<file path="config.mk">
export PLATFORM = sky130hd
export DESIGN_NAME = regfile_psr
export DESIGN_NICKNAME = d
export VERILOG_FILES = /design/src/rtl/regfile_psr_pkg.sv /design/src/rtl/regfile_psr_cond_eval.sv /design/src/rtl/regfile_psr.sv
export SDC_FILE = /design/constraint.sdc
export NUM_CORES = 1
export LEC_CHECK = 0
export CORE_ASPECT_RATIO = 1.2
export CORE_MARGIN = 4
export CORE_UTILIZATION = 61
export DETAILED_ROUTE_END_ITERATION = 7
export PLACE_DENSITY_LB_ADDON = 0.2
export SYNTH_ARGS = -nofsm -noshare
export SYNTH_HDL_FRONTEND = slang
export SYNTH_SLANG_ARGS = --single-unit
</file>
<file path="constraint.sdc">
create_clock -name clk -period 3.92 [get_ports clk]
set_input_delay 1.176 -clock clk [delete_from_list [all_inputs] [get_ports clk]]
set_output_delay 1.176 -clock clk [all_outputs]
set_load 0.005 [all_outputs]
</file>
<file path="src/rtl/regfile_psr_pkg.sv">
// Shared CPU definitions: PSR flag bit positions and branch condition-code encodings.
// Used by the register file, the ALU and the instruction decoder.
package regfile_psr_pkg;

    localparam int unsigned NUM_REGS  = 16;
    localparam int unsigned REG_AW    = 4;
    localparam int unsigned NUM_FLAGS = 5;

    // PSR / CLFZN bit positions
    localparam int unsigned FLAG_C = 4;
    localparam int unsigned FLAG_L = 3;
    localparam int unsigned FLAG_F = 2;
    localparam int unsigned FLAG_Z = 1;
    localparam int unsigned FLAG_N = 0;

    typedef enum logic [3:0] {
        COND_EQ = 4'b0000,
        COND_NE = 4'b0001,
        COND_CS = 4'b0010,
        COND_CC = 4'b0011,
        COND_HI = 4'b0100,
        COND_LS = 4'b0101,
        COND_GT = 4'b0110,
        COND_LE = 4'b0111,
        COND_FS = 4'b1000,
        COND_FC = 4'b1001,
        COND_LO = 4'b1010,
        COND_HS = 4'b1011,
        COND_LT = 4'b1100,
        COND_GE = 4'b1101,
        COND_UC = 4'b1110,
        COND_NV = 4'b1111
    } cond_e;

endpackage

</file>
<file path="src/rtl/regfile_psr_cond_eval.sv">
// Branch/jump condition evaluator: decodes a 4-bit condition code against the stored flags.
module cond_eval
    import regfile_psr_pkg::*;
(
    input  logic [NUM_FLAGS-1:0] psr,
    input  logic [3:0]           cond,
    output logic                 cond_true
);

    logic f_c, f_l, f_f, f_z, f_n;

    always_comb begin
        f_c = psr[FLAG_C];
        f_l = psr[FLAG_L];
        f_f = psr[FLAG_F];
        f_z = psr[FLAG_Z];
        f_n = psr[FLAG_N];
    end

    always_comb begin
        cond_true = 1'b0;
        case (cond_e'(cond))
            COND_EQ: cond_true = f_z;
            COND_NE: cond_true = !f_z;
            COND_CS: cond_true = f_c;
            COND_CC: cond_true = !f_c;
            COND_HI: cond_true = f_l;
            COND_LS: cond_true = !f_l;
            COND_GT: cond_true = f_n;
            COND_LE: cond_true = !f_n;
            COND_FS: cond_true = f_f;
            COND_FC: cond_true = !f_f;
            COND_LO: cond_true = !f_l && !f_z;
            COND_HS: cond_true = f_l || f_z;
            COND_LT: cond_true = !f_n && !f_z;
            COND_GE: cond_true = f_n || f_z;
            COND_UC: cond_true = 1'b1;
            COND_NV: cond_true = 1'b0;
            default: cond_true = 1'b0;
        endcase
    end

endmodule

</file>
<file path="src/rtl/regfile_psr.sv">
// 16 x DATA_W register file with two combinational read ports, optional write forwarding,
// and the processor status register feeding the condition evaluator.
module regfile_psr
    import regfile_psr_pkg::*;
#(
    parameter int unsigned DATA_W = 16,
    parameter bit          BYPASS = 1'b1
) (
    input  logic                 clk,
    input  logic                 reset_n,
    input  logic [REG_AW-1:0]    ra_addr,
    input  logic [REG_AW-1:0]    rb_addr,
    output logic [DATA_W-1:0]    A,
    output logic [DATA_W-1:0]    B,
    input  logic                 hold,
    input  logic                 wr_en,
    input  logic [REG_AW-1:0]    wr_addr,
    input  logic [DATA_W-1:0]    S,
    input  logic                 flag_en,
    input  logic [NUM_FLAGS-1:0] CLFZN,
    output logic [NUM_FLAGS-1:0] psr,
    input  logic [3:0]           cond,
    output logic                 cond_true
);

    logic [DATA_W-1:0]    regs_q [NUM_REGS];
    logic [DATA_W-1:0]    regs_d [NUM_REGS];
    logic [NUM_FLAGS-1:0] psr_q;
    logic [NUM_FLAGS-1:0] psr_d;
    logic                 wr_live;
    logic                 fwd_a;
    logic                 fwd_b;

    always_comb begin
        regs_d  = regs_q;
        psr_d   = psr_q;
        wr_live = !hold && wr_en;
        if (wr_live) begin
            regs_d[wr_addr] = S;
        end
        if (!hold && flag_en) begin
            psr_d = CLFZN;
        end
    end

    always_ff @(posedge clk or negedge reset_n) begin
        if (!reset_n) begin
            regs_q <= '{default: '0};
            psr_q  <= '0;
        end else begin
            regs_q <= regs_d;
            psr_q  <= psr_d;
        end
    end

    // Forwarding only for a write that will actually commit this edge.
    always_comb begin
        fwd_a = BYPASS && wr_live && (ra_addr == wr_addr);
        fwd_b = BYPASS && wr_live && (rb_addr == wr_addr);
        A     = fwd_a ? S : regs_q[ra_addr];
        B     = fwd_b ? S : regs_q[rb_addr];
        psr   = psr_q;
    end

    // Conditions look at the stored flags only, never the incoming CLFZN.
    cond_eval u_cond_eval (
        .psr       (psr_q),
        .cond      (cond),
        .cond_true (cond_true)
    );

endmodule
</file>
# Word-level counts from Yosys, hierarchy flattened
# Index checks and enable logic that the tools add are counted.
dict set report word_totals {
  ff_bits 261
  input_bits 42
  output_inout_bits 38
  word_cells 69
}
dict set report op_classes {
  n_lt_le_gt_ge 4
  n_eq_ne 17
  n_mux 12
  bitwise_logic 3
  reduce_logical 16
}
# operator n
set op_table {}
lappend op_table {{$bwmux W256} 1}
lappend op_table {{$bmux W16 S4} 2}
lappend op_table {{$mux W16} 7}
lappend op_table {{$demux W16 S4} 1}
lappend op_table {{$eq A4 B4 Y1 const B} 8}
lappend op_table {{$eq A4 B3 Y1 const B} 4}
lappend op_table {{$pmux W1 S16} 1}
lappend op_table {{$ge A5 B5 Y1 const B} 3}
lappend op_table {{$not A4 Y5} 3}
lappend op_table {{$eq A4 B2 Y1 const B} 2}
lappend op_table {{$eq A4 B4 Y1} 2}
lappend op_table {{$logic_and A1 B1 Y1} 7}
lappend op_table {{$logic_not A1 Y1} 6}
lappend op_table {{$lt A5 B1 Y1 const B} 1}
lappend op_table {{$eq A4 B1 Y1 const B} 1}
lappend op_table {{$logic_not A4 Y1} 1}
lappend op_table {{$logic_or A1 B1 Y1} 2}

# Logic depth before layout (Yosys ltp)
dict set report logic_depth {
  depth_word 6
  depth_mapped 8
  ltp_nobuf 5
}

# Hierarchy
# From an unflattened synthesis, not the netlist that was laid out.
dict set report hier_totals {
  hier_cells 922
  hier_area_um2 14712.9
}
# mod n_inst cells_each area_each_um2 seq_area_each_um2
set modules_own_cells {}
lappend modules_own_cells {regfile_psr 1 899 14528.9 6531.3}
lappend modules_own_cells {cond_eval 1 23 183.9 0.0}

# Worst setup path before layout
# Ideal clock, no wire load.
dict set report synth_path {
  path_type {input-to-output}
  from {in rb_addr[0]}
  to {out B[6]}
  t_arrival_ns 2.522
  required_time_ns 2.744
  path_slack_ns 0.222
  path_stages 6
  path_buffers 2
  path_cell_list {buf_6 > buf_12 > mux4_2 > nor2b_1 > a2111oi_1 > a211oi_1}
}
dict set report synth_via {
  elab_chain_len 5
  word_cells_on_any_way 7
  cone_classes {eq/ne: 1; mux: 4; bitwise: 1; reduce/logical: 1}
}
# element line_no
set synth_lines {}
lappend synth_lines {{start, declared} regfile_psr.sv:12} ;# input logic [REG_AW-1:0] rb_addr,
lappend synth_lines {{$not A4 Y5 (implied by the code)} regfile_psr.sv:61} ;# B = fwd_b ? S : regs_q[rb_addr];
lappend synth_lines {{$bmux W16 S4} regfile_psr.sv:61}
lappend synth_lines {{$mux W16 (implied by the code) (2 in series)} regfile_psr.sv:61}
lappend synth_lines {{$mux W16 (*)} regfile_psr.sv:61}
lappend synth_lines {{end, declared} regfile_psr.sv:14} ;# output logic [DATA_W-1:0] B,
# Every way passes the cells marked *; elsewhere a longest branch is shown, timed or not. The select of a mux whose other input is x is not followed.

# Worst setup path in the final report
dict set report layout_path {
  from {in rb_addr[0]}
  to {out B[12]}
}
# The elaborated chain is that of the path after synthesis.

==> impl_metrics.ini <==
[route]
vias_per_cell = 6.87
detail-route-antenna-nets = 0
detailedRoute.firstIterationViolations = 834
drc = 0
routed_wirelength_mm = 45.2
route.vias.total = 10500
routed_wirelength_normalized_by_instance_count_microns = 29.7
dr.pass1.iters = 7

[pwr]
p_leak_nw = 8.20
ir_drop_uv = 425
power-per-cell-area_mw_per_mm2 = 449
power_mw = 8.56

[worst_setup_path]
worst-endpoint-arrival_ps = 2930
timing.critical_path.fanout_max = 6
worst_ep_required_time_ps = 2740
path_class = input port to output port
setup.worst_path.end_class = output port
worst_setup_path_start_kind = input port

[global_routing]
grt_busiest_layer = met2
grt_start_max_net_pins = 93
grt_util_met2_pct = 56.0
wire_length_of_the_first_global_routing_pass_mm = 68.4
first_global_vias = 11200
grt_overflow_total = 0
grt_usage_pct = 34.3
global_route.usage.met3_pct = 5.94
number_of_antenna_violations_at_the_first_check_in_global_routing = 0
grt.met1_usage_pct = 44.6

[clock_tree]
cts_root_buf = sky130_fd_sc_hd__clkbuf_16
clock_tree.htree_level_count = 1
clock_latency_ps = 530
max-clock-path-buffers = 3
cts.sink_count = 261
cts_inserted_buffers = 27
cts_tree = built
hold_buffers = 0
clk_pin_slew_ps = 60

[layout]
final_common_cell = sky130_fd_sc_hd__dfrtp_1
layout_cells_sized_above_1_pct = 64.7
diodes = 0
final_cell_mix = sky130_fd_sc_hd__dfrtp_1 (261), sky130_fd_sc_hd__mux2_2 (258), sky130_fd_sc_hd__buf_4 (126), sky130_fd_sc_hd__mux4_2 (117), sky130_fd_sc_hd__buf_2 (40)
area_growth_syn_to_layout_pct = 28.4
nets = 1226
final-instance-count-excl-fill = 1524

[floorplan]
dieArea_sq_mm = 0.0269
initial_util_pct = 61.9
floorplan.io_pins = 80
die_h_microns = 179
dieWidth_microns = 150
placement_rows = 62
design.core.area_sq_mm = 0.0240

[yosys]
post_synth_fa_ha_maj_area_fraction_pct = 0
synth_top_family_by_area = multiplexers
synth-xor-area-share_pct = 0.472
yosys_warnings = 0
synth.ff_latch_count = 261
netlist-cell-type-count = 50
seq_area_frac_synth_pct = 44.0
count_of_mapped_cells_out_of_synthesis = 979
postSynthAreaPerCell_sq_um = 15.2
synth_fp_nets = 1021
synth_top_flop_cell = sky130_fd_sc_hd__dfrtp_1
yosys.area_share.simple_pct = 4.31
synth_edf_count = 0
muxShareOfSynthArea_pct = 41.9
netlist_area_sq_mm = 0.0148
synth_compound_area_share_pct = 4.33
ys_async_sr_fraction_pct = 100

[timing]
fmaxAchievable_ghz = 0.243
timing_max_transition_violations_final = 0
finalHoldViolCount = 0
worst_slack_ps = -188
maxSlewHeadroom_pct = 51.5
final_period_minus_worst_setup_slack_ps = 4110
layout_worst_path_cycle_share_pct = 105
fin_hold_ws_ps = 527
fin_skew_ps = 0
grt_setup_unrepaired = yes
final-setup-viol-count = 32
worstMarginPinSlew_ps = 728

[place]
post-place-cells = 1431
port_buffers = 79
dpl.hpwl_mm = 28.1
gp_congestion = 0.924

[job]
maxCapViolCount = 0

[run_status]
status = finished, violations left
failing_checks = negative setup slack

[hold_path]
class_of_the_tightest_hold_or_removal_check = flip-flop to flip-flop
==> routing by layer <==
metal,part of all wire (%),routed length [microns],up-vias
li1,-,-,4238
met5,0,0,-
met1,37,16600,5473
met2,49,22400,558
met3,7.8,3520,194
met4,6.0,2700,0
==> synth_stat cells (9+ instances only) <==
| cell type | n | share of area (%) |
|---|---|---|
| sky130_fd_sc_hd__dfrtp_1 | 261 | 44 |
| sky130_fd_sc_hd__mux2_2 | 258 | 20 |
| sky130_fd_sc_hd__mux4_2 | 101 | 15 |
| sky130_fd_sc_hd__nor2b_1 | 39 | 1.6 |
| sky130_fd_sc_hd__nor2_1 | 36 | 0.91 |
| sky130_fd_sc_hd__a211oi_1 | 34 | 1.7 |
| sky130_fd_sc_hd__buf_2 | 33 | 1.1 |
| sky130_fd_sc_hd__mux2i_1 | 32 | 2.2 |
| sky130_fd_sc_hd__mux4_1 | 22 | 3.9 |
| sky130_fd_sc_hd__clkbuf_1 | 21 | 0.53 |
| sky130_fd_sc_hd__a2111oi_1 | 16 | 1.1 |
| sky130_fd_sc_hd__nand2_1 | 15 | 0.38 |
| sky130_fd_sc_hd__a2111oi_0 | 14 | 0.83 |
| sky130_fd_sc_hd__buf_4 | 10 | 0.51 |
| sky130_fd_sc_hd__buf_6 | 10 | 0.76 |
| sky130_fd_sc_hd__clkbuf_8 | 9 | 0.83 |
==> stage by stage <==
step | TNS (ps) | cell area [sq um] | utilization, % | worst slack, ps
after floorplan | 0 | 14800 | - | 222
after detailed placement | -24080 | 16700 | 69.7 | -842
after global placement | -23270 | 16700 | 69.7 | -823
after CTS | -958 | 18900 | 78.8 | -96.0
after global routing | -3480 | 19100 | 79.5 | -214
final | -2550 | 19100 | 79.5 | -188
==> what timing repair did <==
| item | CTS | global route |
|---|---|---|
| setup buffers | 33 | 15 |
| setup endpoints to repair | 33 | 33 |
| gates resized for setup | 368 | 47 |
| cloned | 6 | 0 |
| pin swaps | 64 | 30 |
==> flip-flops by register name (all words and copies together) (netlist names) <==
| signal | cells |
|---|---|
| psr | 5 |
| regs_q | 256 |
==> area by class of cell <==
| cell class | instances | area, sq um |
|---|---|---|
| Inverter | 1 | 3.75 |
| Fill cell | 1247 | 4910 |
| Timing Repair Buffer | 272 | 2680 |
| Clock buffer | 41 | 818 |
| Tap cell | 320 | 400 |
| Clock inverter | 8 | 73.8 |
| Sequential cell | 261 | 6530 |
| Multi-Input combinational cell | 621 | 8550 |
==> critical path, stage by stage <==
cell                        delay [ps]
sky130_fd_sc_hd__buf_16            130
sky130_fd_sc_hd__buf_16            140
sky130_fd_sc_hd__xor2_2            140
sky130_fd_sc_hd__nor3_2            250
sky130_fd_sc_hd__and3_4            220
sky130_fd_sc_hd__buf_6             120
sky130_fd_sc_hd__buf_12            110
sky130_fd_sc_hd__buf_12            120
sky130_fd_sc_hd__a2111oi_4          40
sky130_fd_sc_hd__a211oi_2          300
sky130_fd_sc_hd__buf_2             170
==> path summary, 6_finish.rpt <==
| kind | startpoint | to | slack [ps] | depth (start not counted) |
|---|---|---|---|---|
| min in group asynchronous | reset_n | regs_q[201]$_DFFE_PN0P_ | 660 | 1 |
| hold / removal | regs_q[71]$_DFFE_PN0P_ | regs_q[71]$_DFFE_PN0P_ | 530 | 1 |
| setup / recovery | rb_addr[0] | B[12] | -190 | 11 |
| setup reg to reg | psr[0]$_DFFE_PN0P_ | psr[0]$_DFFE_PN0P_ | 3070 | 1 |
| max in group asynchronous | reset_n | regs_q[242]$_DFFE_PN0P_ | 2310 | 2 |
| hold reg to reg | regs_q[71]$_DFFE_PN0P_ | regs_q[71]$_DFFE_PN0P_ | 530 | 1 |
==> report_power, final <==
group / total, mW / switching [mW] / leakage [nW] / internal [mW]
Sequential: 3.64 / 0.419 / 3.33 / 3.22
Clock: 2.60 / 1.10 / 0.438 / 1.50
Combinational: 2.32 / 0.930 / 4.43 / 1.40
==> cell families after synthesis <==
kind of cell           count (synthesis)
buffers and inverters                 97
multiplexers                         420
AO/OA/AOI/OAI                         78
flip-flops                           261
XOR/XNOR                               8
AND/OR/NAND/NOR                      115
(Power assumes the default switching activity.)
